### src/rtl/id_pkg.sv
// Shared decode definitions for the ID stage: instruction class codes, field
// positions and the opcode-to-class decoder.
package id_pkg;

  typedef enum logic [2:0] {
    TYPE_R = 3'd0,
    TYPE_I = 3'd1,
    TYPE_J = 3'd2,
    TYPE_S = 3'd3,
    TYPE_A = 3'd4
  } id_type_e;

  localparam int OP_MSB   = 31;
  localparam int OP_LSB   = 26;
  localparam int F_RS_LSB = 21;
  localparam int F_RD_LSB = 16;
  localparam int F_RT_LSB = 11;
  localparam int F_SH_LSB = 6;
  localparam int F_SI_LSB = 20;
  localparam int F_SX_LSB = 10;

  // opcode[5:4] selects the class; within class 11, opcode[3] splits S from A
  localparam logic [5:0] OP_CLASS_MASK = 6'b110000;
  localparam logic [5:0] OP_CLASS_R    = 6'b000000;
  localparam logic [5:0] OP_CLASS_I    = 6'b010000;
  localparam logic [5:0] OP_CLASS_J    = 6'b100000;
  localparam logic [5:0] OP_SA_MASK    = 6'b001000;

  function automatic id_type_e decode_type(input logic [5:0] op);
    if ((op & OP_CLASS_MASK) == OP_CLASS_R) return TYPE_R;
    if ((op & OP_CLASS_MASK) == OP_CLASS_I) return TYPE_I;
    if ((op & OP_CLASS_MASK) == OP_CLASS_J) return TYPE_J;
    return ((op & OP_SA_MASK) != 6'b0) ? TYPE_A : TYPE_S;
  endfunction

endpackage

### src/rtl/id_stage_pipe_if.sv
// Fetch-side and execute-side handshake bundle of the ID stage.
// slave = the stage itself, master = the surrounding fetch/execute logic.
interface id_stage_pipe_if #(
  parameter int XLEN = 32,
  parameter int RA_W = 5
);
  logic            if_valid;
  logic [31:0]     if_instr;
  logic [XLEN-1:0] if_pc;
  logic            id_ready;

  logic            ex_ready;
  logic            id_valid;
  logic [2:0]      id_type;
  logic [5:0]      id_opcode;
  logic [RA_W-1:0] id_rs_addr, id_rt_addr, id_rd_addr;
  logic [XLEN-1:0] id_rs_data, id_rt_data, id_imm;
  logic [4:0]      id_shamt;
  logic [5:0]      id_funct, id_s_index;
  logic [9:0]      id_s_x, id_s_y;
  logic [XLEN-1:0] id_pc;

  modport master (
    output if_valid, if_instr, if_pc, ex_ready,
    input  id_ready, id_valid, id_type, id_opcode,
           id_rs_addr, id_rt_addr, id_rd_addr, id_rs_data, id_rt_data,
           id_imm, id_shamt, id_funct, id_s_index, id_s_x, id_s_y, id_pc
  );

  modport slave (
    input  if_valid, if_instr, if_pc, ex_ready,
    output id_ready, id_valid, id_type, id_opcode,
           id_rs_addr, id_rt_addr, id_rd_addr, id_rs_data, id_rt_data,
           id_imm, id_shamt, id_funct, id_s_index, id_s_x, id_s_y, id_pc
  );
endinterface

### src/rtl/id_regfile.sv
// 2-read/1-write GPR file. r0 reads zero; a write in flight is forwarded to
// readers in the same cycle so decode never sees a stale operand.
module id_regfile #(
  parameter int XLEN  = 32,
  parameter int NREGS = 32
) (
  input  logic                     clk,
  input  logic                     rst,
  input  logic [$clog2(NREGS)-1:0] ra_addr,
  input  logic [$clog2(NREGS)-1:0] rb_addr,
  output logic [XLEN-1:0]          ra_data,
  output logic [XLEN-1:0]          rb_data,
  input  logic                     wb_en,
  input  logic [$clog2(NREGS)-1:0] wb_addr,
  input  logic [XLEN-1:0]          wb_data
);
  logic [XLEN-1:0] regs_q [NREGS];
  logic [XLEN-1:0] regs_d [NREGS];

  always_comb begin
    regs_d = regs_q;
    if (wb_en && wb_addr != '0) regs_d[wb_addr] = wb_data;
  end

  always_ff @(posedge clk or negedge rst) begin
    if (!rst) regs_q <= '{default: '0};
    else      regs_q <= regs_d;
  end

  always_comb begin
    ra_data = '0;
    rb_data = '0;
    if (ra_addr != '0) ra_data = (wb_en && wb_addr == ra_addr) ? wb_data : regs_q[ra_addr];
    if (rb_addr != '0) rb_data = (wb_en && wb_addr == rb_addr) ? wb_data : regs_q[rb_addr];
  end
endmodule

### src/rtl/id_stage_pipe.sv
// Pipelined decode stage: IF/ID holding register with valid/ready on both
// sides, register read with write-back bypass, load-use interlock and flush.
module id_stage_pipe
  import id_pkg::*;
#(
  parameter int XLEN       = 32,
  parameter int NREGS      = 32,
  parameter int IMM_SEXT_I = 1
) (
  input  logic                     clk,
  input  logic                     rst,
  id_stage_pipe_if.slave           bus,
  input  logic                     flush,
  input  logic                     ex_ld_valid,
  input  logic [$clog2(NREGS)-1:0] ex_ld_rd,
  input  logic                     wb_en,
  input  logic [$clog2(NREGS)-1:0] wb_addr,
  input  logic [XLEN-1:0]          wb_data
);
  localparam int RA_W = $clog2(NREGS);

  logic            held_valid_q, held_valid_d;
  logic [31:0]     instr_q, instr_d;
  logic [XLEN-1:0] pc_q, pc_d;

  id_type_e        typ;
  logic [RA_W-1:0] rs_a, rt_a, rd_a;
  logic [XLEN-1:0] rs_data, rt_data, imm;
  logic [4:0]      shamt;
  logic [5:0]      funct, s_index;
  logic [9:0]      s_x, s_y;
  logic            hazard, advance, capture;

  // Field extraction; addresses of registers a class does not use stay 0,
  // which also keeps them out of the hazard compare.
  always_comb begin
    typ     = decode_type(instr_q[OP_MSB:OP_LSB]);
    rs_a    = '0;
    rt_a    = '0;
    rd_a    = '0;
    imm     = '0;
    shamt   = '0;
    funct   = '0;
    s_index = '0;
    s_x     = '0;
    s_y     = '0;
    case (typ)
      TYPE_R: begin
        rs_a  = RA_W'(instr_q[F_RS_LSB +: 5]);
        rd_a  = RA_W'(instr_q[F_RD_LSB +: 5]);
        rt_a  = RA_W'(instr_q[F_RT_LSB +: 5]);
        shamt = instr_q[F_SH_LSB +: 5];
        funct = instr_q[5:0];
      end
      TYPE_I: begin
        rs_a = RA_W'(instr_q[F_RS_LSB +: 5]);
        rd_a = RA_W'(instr_q[F_RD_LSB +: 5]);
        imm  = (IMM_SEXT_I != 0) ? {{(XLEN-16){instr_q[15]}}, instr_q[15:0]}
                                 : {{(XLEN-16){1'b0}}, instr_q[15:0]};
      end
      TYPE_J: imm = {pc_q[XLEN-1:28], instr_q[25:0], 2'b00};
      TYPE_S: begin
        s_index = instr_q[F_SI_LSB +: 6];
        s_x     = instr_q[F_SX_LSB +: 10];
        s_y     = instr_q[9:0];
        funct   = instr_q[5:0];
        imm     = XLEN'(instr_q[7:0]);
      end
      TYPE_A: begin
        rs_a = RA_W'(instr_q[F_RS_LSB +: 5]);
        imm  = XLEN'(instr_q[20:0]);
      end
      default: ;
    endcase
  end

  id_regfile #(.XLEN(XLEN), .NREGS(NREGS)) u_rf (
    .clk     (clk),
    .rst     (rst),
    .ra_addr (rs_a),
    .rb_addr (rt_a),
    .ra_data (rs_data),
    .rb_data (rt_data),
    .wb_en   (wb_en),
    .wb_addr (wb_addr),
    .wb_data (wb_data)
  );

  assign hazard  = held_valid_q && ex_ld_valid && (ex_ld_rd != '0) &&
                   ((ex_ld_rd == rs_a) || (ex_ld_rd == rt_a));
  assign advance = bus.id_valid && bus.ex_ready;
  assign capture = bus.if_valid && bus.id_ready && !flush;

  assign bus.id_valid = held_valid_q && !hazard;
  assign bus.id_ready = !held_valid_q || advance;

  // Flush wins over both capture and hold; instr/pc only move on capture so
  // every output is frozen during a stall.
  always_comb begin
    held_valid_d = held_valid_q;
    instr_d      = instr_q;
    pc_d         = pc_q;
    if (flush)        held_valid_d = 1'b0;
    else if (capture) held_valid_d = 1'b1;
    else if (advance) held_valid_d = 1'b0;
    if (capture) begin
      instr_d = bus.if_instr;
      pc_d    = bus.if_pc;
    end
  end

  always_ff @(posedge clk or negedge rst) begin
    if (!rst) begin
      held_valid_q <= 1'b0;
      instr_q      <= '0;
      pc_q         <= '0;
    end else begin
      held_valid_q <= held_valid_d;
      instr_q      <= instr_d;
      pc_q         <= pc_d;
    end
  end

  assign bus.id_type    = typ;
  assign bus.id_opcode  = instr_q[OP_MSB:OP_LSB];
  assign bus.id_rs_addr = rs_a;
  assign bus.id_rt_addr = rt_a;
  assign bus.id_rd_addr = rd_a;
  assign bus.id_rs_data = rs_data;
  assign bus.id_rt_data = rt_data;
  assign bus.id_imm     = imm;
  assign bus.id_shamt   = shamt;
  assign bus.id_funct   = funct;
  assign bus.id_s_index = s_index;
  assign bus.id_s_x     = s_x;
  assign bus.id_s_y     = s_y;
  assign bus.id_pc      = pc_q;
endmodule

### src/flat_wrapper.sv
// flat-port wrapper written by rule: the top's interface ports become plain ports
module id_stage_pipe_flat import id_pkg::*;
#(
  parameter int XLEN       = 32,
  parameter int NREGS      = 32,
  parameter int IMM_SEXT_I = 1
)
  (clk, rst, flush, ex_ld_valid, ex_ld_rd, wb_en, wb_addr, wb_data, bus_if_valid, bus_if_instr, bus_if_pc, bus_ex_ready, bus_id_ready, bus_id_valid, bus_id_type, bus_id_opcode, bus_id_rs_addr, bus_id_rt_addr, bus_id_rd_addr, bus_id_rs_data, bus_id_rt_data, bus_id_imm, bus_id_shamt, bus_id_funct, bus_id_s_index, bus_id_s_x, bus_id_s_y, bus_id_pc);
  id_stage_pipe_if #(.XLEN(XLEN), .RA_W(5)) bus_i ();
  input  logic clk;
  input  logic rst;
  input  logic flush;
  input  logic ex_ld_valid;
  input  logic [$clog2(NREGS)-1:0] ex_ld_rd;
  input  logic wb_en;
  input  logic [$clog2(NREGS)-1:0] wb_addr;
  input  logic [XLEN-1:0] wb_data;
  input wire logic [$bits(bus_i.if_valid)-1:0] bus_if_valid;
  input wire logic [$bits(bus_i.if_instr)-1:0] bus_if_instr;
  input wire logic [$bits(bus_i.if_pc)-1:0] bus_if_pc;
  input wire logic [$bits(bus_i.ex_ready)-1:0] bus_ex_ready;
  output wire logic [$bits(bus_i.id_ready)-1:0] bus_id_ready;
  output wire logic [$bits(bus_i.id_valid)-1:0] bus_id_valid;
  output wire logic [$bits(bus_i.id_type)-1:0] bus_id_type;
  output wire logic [$bits(bus_i.id_opcode)-1:0] bus_id_opcode;
  output wire logic [$bits(bus_i.id_rs_addr)-1:0] bus_id_rs_addr;
  output wire logic [$bits(bus_i.id_rt_addr)-1:0] bus_id_rt_addr;
  output wire logic [$bits(bus_i.id_rd_addr)-1:0] bus_id_rd_addr;
  output wire logic [$bits(bus_i.id_rs_data)-1:0] bus_id_rs_data;
  output wire logic [$bits(bus_i.id_rt_data)-1:0] bus_id_rt_data;
  output wire logic [$bits(bus_i.id_imm)-1:0] bus_id_imm;
  output wire logic [$bits(bus_i.id_shamt)-1:0] bus_id_shamt;
  output wire logic [$bits(bus_i.id_funct)-1:0] bus_id_funct;
  output wire logic [$bits(bus_i.id_s_index)-1:0] bus_id_s_index;
  output wire logic [$bits(bus_i.id_s_x)-1:0] bus_id_s_x;
  output wire logic [$bits(bus_i.id_s_y)-1:0] bus_id_s_y;
  output wire logic [$bits(bus_i.id_pc)-1:0] bus_id_pc;
  assign bus_i.if_valid = bus_if_valid;
  assign bus_i.if_instr = bus_if_instr;
  assign bus_i.if_pc = bus_if_pc;
  assign bus_i.ex_ready = bus_ex_ready;
  assign bus_id_ready = bus_i.id_ready;
  assign bus_id_valid = bus_i.id_valid;
  assign bus_id_type = bus_i.id_type;
  assign bus_id_opcode = bus_i.id_opcode;
  assign bus_id_rs_addr = bus_i.id_rs_addr;
  assign bus_id_rt_addr = bus_i.id_rt_addr;
  assign bus_id_rd_addr = bus_i.id_rd_addr;
  assign bus_id_rs_data = bus_i.id_rs_data;
  assign bus_id_rt_data = bus_i.id_rt_data;
  assign bus_id_imm = bus_i.id_imm;
  assign bus_id_shamt = bus_i.id_shamt;
  assign bus_id_funct = bus_i.id_funct;
  assign bus_id_s_index = bus_i.id_s_index;
  assign bus_id_s_x = bus_i.id_s_x;
  assign bus_id_s_y = bus_i.id_s_y;
  assign bus_id_pc = bus_i.id_pc;
  id_stage_pipe #(.XLEN(XLEN), .NREGS(NREGS), .IMM_SEXT_I(IMM_SEXT_I)) u_core (.clk(clk), .rst(rst), .bus(bus_i), .flush(flush), .ex_ld_valid(ex_ld_valid), .ex_ld_rd(ex_ld_rd), .wb_en(wb_en), .wb_addr(wb_addr), .wb_data(wb_data));
endmodule
### config.mk
export PLATFORM = sky130hd
export DESIGN_NAME = id_stage_pipe_flat
export DESIGN_NICKNAME = d
export VERILOG_FILES = /design/src/rtl/id_pkg.sv /design/src/rtl/id_stage_pipe_if.sv /design/src/rtl/id_regfile.sv /design/src/rtl/id_stage_pipe.sv /design/src/flat_wrapper.sv
export SDC_FILE = /design/constraint.sdc
export NUM_CORES = 2
export LEC_CHECK = 0
export CAP_MARGIN = 20
export CORE_ASPECT_RATIO = 0.75
export CORE_MARGIN = 3
export CORE_UTILIZATION = 45
export DETAILED_ROUTE_END_ITERATION = 10
export SETUP_SLACK_MARGIN = 0.3
export SYNTH_ARGS = -nofsm -noshare
export SYNTH_HDL_FRONTEND = slang
export SYNTH_SLANG_ARGS = --single-unit
export TNS_END_PERCENT = 30
### constraint.sdc
create_clock -name clk -period 4.1 [get_ports clk]
set_clock_uncertainty 0.1 [all_clocks]
set_input_delay 0.615 -clock clk [delete_from_list [all_inputs] [get_ports clk]]
set_output_delay 0.615 -clock clk [all_outputs]
set_load 0.03 [all_outputs]
# ---- After elaboration in Yosys (flattened, before gate mapping)
# Index checks and enable logic that the tools add are counted.
# W data, S select, Z words.
dict set report classes {
  n_mux 38
  n_lt_le_gt_ge 4
  bitwise_logic 3
  eq_ne 10
  reduce_logical 26
}
# operator count
set ops {}
lappend ops {{$bwmux W1024} 1}
lappend ops {{$bmux W32 S5} 2}
lappend ops {{$mux W32} 9}
lappend ops {{$demux W32 S5} 1}
lappend ops {{$pmux W32 S4} 1}
lappend ops {{$mux W3} 7}
lappend ops {{$eq A5 B5 Y1} 4}
lappend ops {{$mux W10} 2}
lappend ops {{$mux W5} 4}
lappend ops {{$reduce_bool A5 Y1} 4}
lappend ops {{$ge A6 B6 Y1 const B} 3}
lappend ops {{$not A5 Y6} 3}
lappend ops {{$mux W6} 2}
lappend ops {{$logic_and A1 B1 Y1} 11}
lappend ops {{$mux W1} 9}
lappend ops {{$eq A3 B2 Y1 const B} 2}
lappend ops {{$logic_not A6 Y1} 1}
lappend ops {{$lt A6 B1 Y1 const B} 1}
lappend ops {{$reduce_or A2 Y1} 2}
lappend ops {{$eq A3 B1 Y1 const B} 1}
lappend ops {{$eq A3 B3 Y1 const B} 1}
lappend ops {{$logic_not A1 Y1} 3}
lappend ops {{$logic_not A3 Y1} 1}
lappend ops {{$reduce_bool A3 Y1} 1}
lappend ops {{4 further kinds} 5}
dict set report word_totals {
  regBits 1089
  elab_cells 116
  output_inout_bits 191
}

# ---- Depth between registers and ports, before layout
dict set report logic_depth {
  ltp_word 22
  ltp_mapped 13
  ltp_nobuf 7
}

# ---- By module
# A second synthesis with hierarchy kept.
dict set report unflattened {
  hier_cells 4105
  hier_area_um2 58655.0
}
# mod area_per_inst_um2 n_inst cells_each seq_area_each_um2
set by_module_without_submodules {}
lappend by_module_without_submodules {id_regfile 54832.6 1 3792 25624.6}
lappend by_module_without_submodules {id_stage_pipe 3822.4 1 313 1626.6}

# ---- Worst setup path after synthesis
# No wires, ideal clock.
dict set report synth_timing {
  path_type {register to output}
  from {register u_core.instr_q[31]}
  to {output port bus_id_rs_data[18]}
  setup_slack_ps 337
  required_ps 3385
  path_stages_with_launch 13
  t_arrival_ps 3048
  cell_sequence {dfrtp_1 > buf_2 > a21bo_1 > buf_2 > buf_2 > nand2_1 > inv_1 > nor2_1 > clkbuf_1 > clkbuf_1 > o31ai_1 > a21oi_1 > o41ai_1}
}
dict set report synth_between {
  elab_chain_cells 16
  elab_cells_between_ends 28
}
# item line_no
set synth_rtl {}
lappend synth_rtl {{from (decl)} id_stage_pipe.sv:23} ;# logic [31:0] instr_q, instr_d;
lappend synth_rtl {{from (signal assigned)} id_stage_pipe.sv:119} ;# instr_q <= instr_d;
lappend synth_rtl {{$eq A2 B2 Y1} id_pkg.sv:32} ;# if ((op & OP_CLASS_MASK) == OP_CLASS_J) return TYPE_J;
lappend synth_rtl {{$mux W1 (2 in a row)} id_pkg.sv:32}
lappend synth_rtl {{$mux W1} id_pkg.sv:31} ;# if ((op & OP_CLASS_MASK) == OP_CLASS_I) return TYPE_I;
lappend synth_rtl {{$mux W3} id_pkg.sv:33} ;# return ((op & OP_SA_MASK) != 6'b0) ? TYPE_A : TYPE_S;
lappend synth_rtl {{$mux W3} id_pkg.sv:32}
lappend synth_rtl {{$mux W3 *} id_pkg.sv:31}
lappend synth_rtl {{$eq A3 B1 Y1, or another cell as far along} id_stage_pipe.sv:47} ;# case (typ)
lappend synth_rtl {{$reduce_or A3 Y1 (no line) *} --}
lappend synth_rtl {{$mux W5 *} id_stage_pipe.sv:47}
lappend synth_rtl {{net bus_id_rs_addr[3]} flat_wrapper.sv:26} ;# output wire logic [$bits(bus_i.id_rs_addr)-1:0] bus_id_rs_addr;
lappend synth_rtl {{$not A5 Y6 (not written as such)} id_regfile.sv:33} ;# if (ra_addr != '0) ra_data = (wb_en && wb_addr == ra_addr) ? wb_data : regs_q[ra_addr];
lappend synth_rtl {{$bmux W32 S5} id_regfile.sv:33}
lappend synth_rtl {{$mux W32 (not written as such) (2 in a row)} id_regfile.sv:33}
lappend synth_rtl {{$mux W32} id_regfile.sv:33}
lappend synth_rtl {{$mux W32 *} id_regfile.sv:33}
lappend synth_rtl {{to (decl)} flat_wrapper.sv:29} ;# output wire logic [$bits(bus_i.id_rs_data)-1:0] bus_id_rs_data;
# The timed path passes the listed nets; every way through them passes the cells marked *. The select of a mux whose other input is x is not followed.

# ---- Final worst setup path
dict set report layout_timing {
  from {register u_core.instr_q[30]}
  to {output port bus_id_rt_data[17]}
}
dict set report layout_between {
  elab_chain_cells 15
  elab_cells_between_ends 25
}
# item line_no
set layout_rtl {}
lappend layout_rtl {{$eq A2 B2 Y1} id_pkg.sv:32}
lappend layout_rtl {{$mux W1 (2 in a row)} id_pkg.sv:32}
lappend layout_rtl {{$mux W1} id_pkg.sv:31}
lappend layout_rtl {{$mux W3} id_pkg.sv:33}
lappend layout_rtl {{$mux W3} id_pkg.sv:32}
lappend layout_rtl {{$mux W3 *} id_pkg.sv:31}
lappend layout_rtl {{$logic_not A3 Y1 *} id_stage_pipe.sv:47}
lappend layout_rtl {{$mux W5 *} id_stage_pipe.sv:47}
lappend layout_rtl {{$not A5 Y6 (not written as such)} id_regfile.sv:34} ;# if (rb_addr != '0) rb_data = (wb_en && wb_addr == rb_addr) ? wb_data : regs_q[rb_addr];
lappend layout_rtl {{$bmux W32 S5} id_regfile.sv:34}
lappend layout_rtl {{$mux W32 (not written as such) (2 in a row)} id_regfile.sv:34}
lappend layout_rtl {{$mux W32} id_regfile.sv:34}
lappend layout_rtl {{$mux W32 *} id_regfile.sv:34}
lappend layout_rtl {{to (decl)} flat_wrapper.sv:30} ;# output wire logic [$bits(bus_i.id_rt_data)-1:0] bus_id_rt_data;
# Mark *: on every way between the ends. The rest lies on a longest branch, timed or not. The select of a mux whose other input is x is not followed.

==> results.toml <==
[placed_design]
port_buffers = 303
gp_congestion = 0.9046
dp.final_hpwl_um = 149300

[global_route]
gr-usage-all-layers = 0.3771
grt_pass1_vias = 49200
grt_antenna_before_repair = 18
grt_pass1_wl_um = 375600
grt_start_max_net_pins = 103
grt_overflow_total = 0

[synth]
yosys_warnings = 0
synthArstFlopShare = 1.000
ys_types = 78
avgSynthCellArea_um2 = 12.01
synth_area_um2 = 59990
netlist_instances = 4994
synth_seq_area_share = 0.4543
synth_edf_count = 0
ys.flop_type = "dfrtp_1"
synth-seq-cells = 1089
syn_nets = 5107

[critical_path]
crit_path_max_fanout = 28
r2r_cells = 13
worstSetupStartpointType = "flop"
worstSetupPathType = "reg -> out"
cp-end-kind = "primary output"
crit_arrival_ps = 3540
required_ps = 3380

[floorplanning]
rows = 115
die-area_um2 = 137800
die_h_um = 322.2
initial_core_util = 0.4552
core_area_um2 = 131800
die_w_um = 427.6
io_pins = 304

[sta]
rsz0062_at_grt = "true"
worst_pin_slew_ps = 963.8
maxSlewViolCount = 0
min_period_over_period = 1.039
setup_viol = 47
hold_viol_final = 0
fin_setup_tns_ps = -2934
min_period_ps = 4259
slew_headroom = 0.3575
fin_ws_ps = -158.8
max_freq_mhz = 234.8

[detailed_routing]
drc = 0
drt-total-wl_um = 270800
vias = 51230
drtAntennaViolNets = 0
avgRoutedWirePerCell_um = 37.35
drt_iter0_drc = 8457
detailedRoute.firstPassIterationCount = 10
via_per_inst = 7.066

[power]
p_per_area_nw_per_um2 = 548.2
report.power.total_mw = 42.20
power_leakage_nw = 33.27
vdd_drop_max_mv = 0.3846

[flow_run]
maxCapViolCount = 0

[clock_tree]
clk_pin_slew_ps = 70
cts_buffer_depth = 3
cts_buffers = 115
clock_sinks = 1089
clockRootBuffer = "clkbuf_16"
clk-insertion-delay-late_ps = 770
cts_tree = "done"
h-tree-depth = 3

[status]
outcome = "finished, violations left"
violations = "setup timing"

[layout]
drive_gt1_frac = 0.4566
nNetsFinal = 5505
syn2layout_area_growth_pct = 28.32

[hold_path]
holdPathStages = 0
hold_path.class = "reg -> reg"
-- state kept, by name, indices dropped and copies added, names as in the netlist --
| name | flops |
|---|---|
| u_core.bus.id_pc | 32 |
| u_core.held_valid_q | 1 |
| u_core.u_rf.regs_q | 1024 |
| u_core.instr_q | 32 |
-- per-stage QoR --
| step | worst slack (ps) | instance area (um2) | util | std cells | hold WS, ps |
|---|---|---|---|---|---|
| after floorplan | 336.6 | 59990 | - | 4994 | 219.4 |
| after global placement | -487.5 | 67580 | 0.5127 | 6797 | 292.7 |
| after detailed placement | -281.5 | 67590 | 0.5128 | 6800 | 290.3 |
| after CTS | -76.03 | 75450 | 0.5725 | 7181 | 273.9 |
| after global routing | -177.0 | 76960 | 0.5839 | 7244 | 306.5 |
| final | -158.8 | 76980 | 0.5840 | 7250 | 307.3 |
-- cells by family after synthesis --
group	Yosys count	synth area share
AO/OA/AOI/OAI	1163	0.1494
XOR/XNOR	7	0.001022
buffers and inverters	625	0.04176
flip-flops	1089	0.4543
multiplexers	1632	0.3141
AND/OR/NAND/NOR	478	0.03946
-- worst max-delay path: stages, from the launching register on --
cell and delay [ps]:
dfrtp_2 440, buf_4 170, nor2_4 180, o21ai_4 150, buf_12 160, buf_12 160
buf_12 180, a222oi_1 490, mux2_2 250, o22a_1 130, a31oi_1 100, buf_4 180
buf_12 140
-- cell type report --
type / count / area, um2
Antenna cell: 9 / 22.52
Clock buffer: 162 / 3314
Clock inverter: 49 / 623.1
Fill cell: 10620 / 54830
Inverter: 33 / 214.0
Multi-Input combinational cell: 3280 / 31890
Sequential cell: 1089 / 27270
Tap cell: 1755 / 2196
Timing Repair Buffer: 870 / 11410
Timing Repair inverter: 3 / 43.79
-- routing by layer --
layer	global-route usage	wire [um]	vias to the layer above
met5	0	31	-
met4	0.2065	18120	4
met3	0.1321	37800	952
met2	0.5256	110600	3840
met1	0.5116	104200	26320
li1	-	-	20120
-- power breakdown --
| part | total (mW) | switching [mW] | leakage (nW) | internal [mW] |
|---|---|---|---|---|
| clock | 11.2 | 4.78 | 1.95 | 6.38 |
| sequential | 14.5 | 1.67 | 13.9 | 12.8 |
| combinational | 16.6 | 8.74 | 17.4 | 7.83 |
| total | 42.2 | 15.2 | 33.3 | 27.0 |
-- synthesized netlist by cell type, types with 45 or more instances --
| library cell | n | area share |
|---|---|---|
| a21oi_1 | 158 | 0.013 |
| a222oi_1 | 180 | 0.030 |
| o22a_1 | 53 | 0.0077 |
| o211ai_1 | 57 | 0.0071 |
| a31oi_1 | 49 | 0.0051 |
| mux4_2 | 64 | 0.024 |
| nor2_1 | 118 | 0.0074 |
| nand3_1 | 47 | 0.0039 |
| dfrtp_1 | 1089 | 0.45 |
| o21ai_0 | 137 | 0.011 |
| a22o_1 | 84 | 0.012 |
| buf_1 | 87 | 0.0054 |
| a221o_1 | 46 | 0.0077 |
| mux2_2 | 1360 | 0.26 |
| buf_2 | 69 | 0.0058 |
| nor3_1 | 45 | 0.0038 |
| a22oi_1 | 62 | 0.0078 |
| nand2_1 | 110 | 0.0069 |
| mux2i_1 | 202 | 0.034 |
| clkbuf_1 | 422 | 0.026 |
-- final timing paths --
| check | from | endpoint | slack [ps] |
|---|---|---|---|
| max | u_core.instr_q[30] | bus_id_rt_data[17] | -160 |
| min | u_core.u_rf.regs_q[1019] | u_core.u_rf.regs_q[1019] | 310 |
| max reg2reg | u_core.instr_q[30] | u_core.instr_q[29] | 660 |
| min reg2reg | u_core.u_rf.regs_q[1019] | u_core.u_rf.regs_q[1019] | 310 |
| max in group asynchronous | rst | u_core.u_rf.regs_q[327] | 2370 |
| min in group asynchronous | rst | u_core.u_rf.regs_q[413] | 360 |
-- layout by cell type, fill, tap and decap left out, types with 29 or more instances in the layout --
cell type           n
mux2_2           1352
dfrtp_1          1081
buf_4             308
clkdlybuf4s50_1   226
mux2i_1           196
buf_12            185
a222oi_1          180
a21oi_1           135
clkbuf_16         131
o21ai_0           119
nor2_1             92
nand2_1            86
a22o_1             74
mux4_2             64
a22oi_1            59
o211ai_1           57
buf_16             53
a221o_1            46
o22a_1             46
nand3_1            44
buf_6              43
nor3_1             40
and2_1             37
a21o_1             36
o22ai_1            35
and3_1             33
o311a_1            29
-- timing repair --
action,CTS,global route
gates cloned,41,18
endpoints found under the hold margin,55,0
setup endpoints to repair,102,104
gates resized for setup,334,162
pin swaps,85,55
setup buffers,128,42
hold buffers,1,0
No activity file was read; power rests on OpenSTA's default activity.
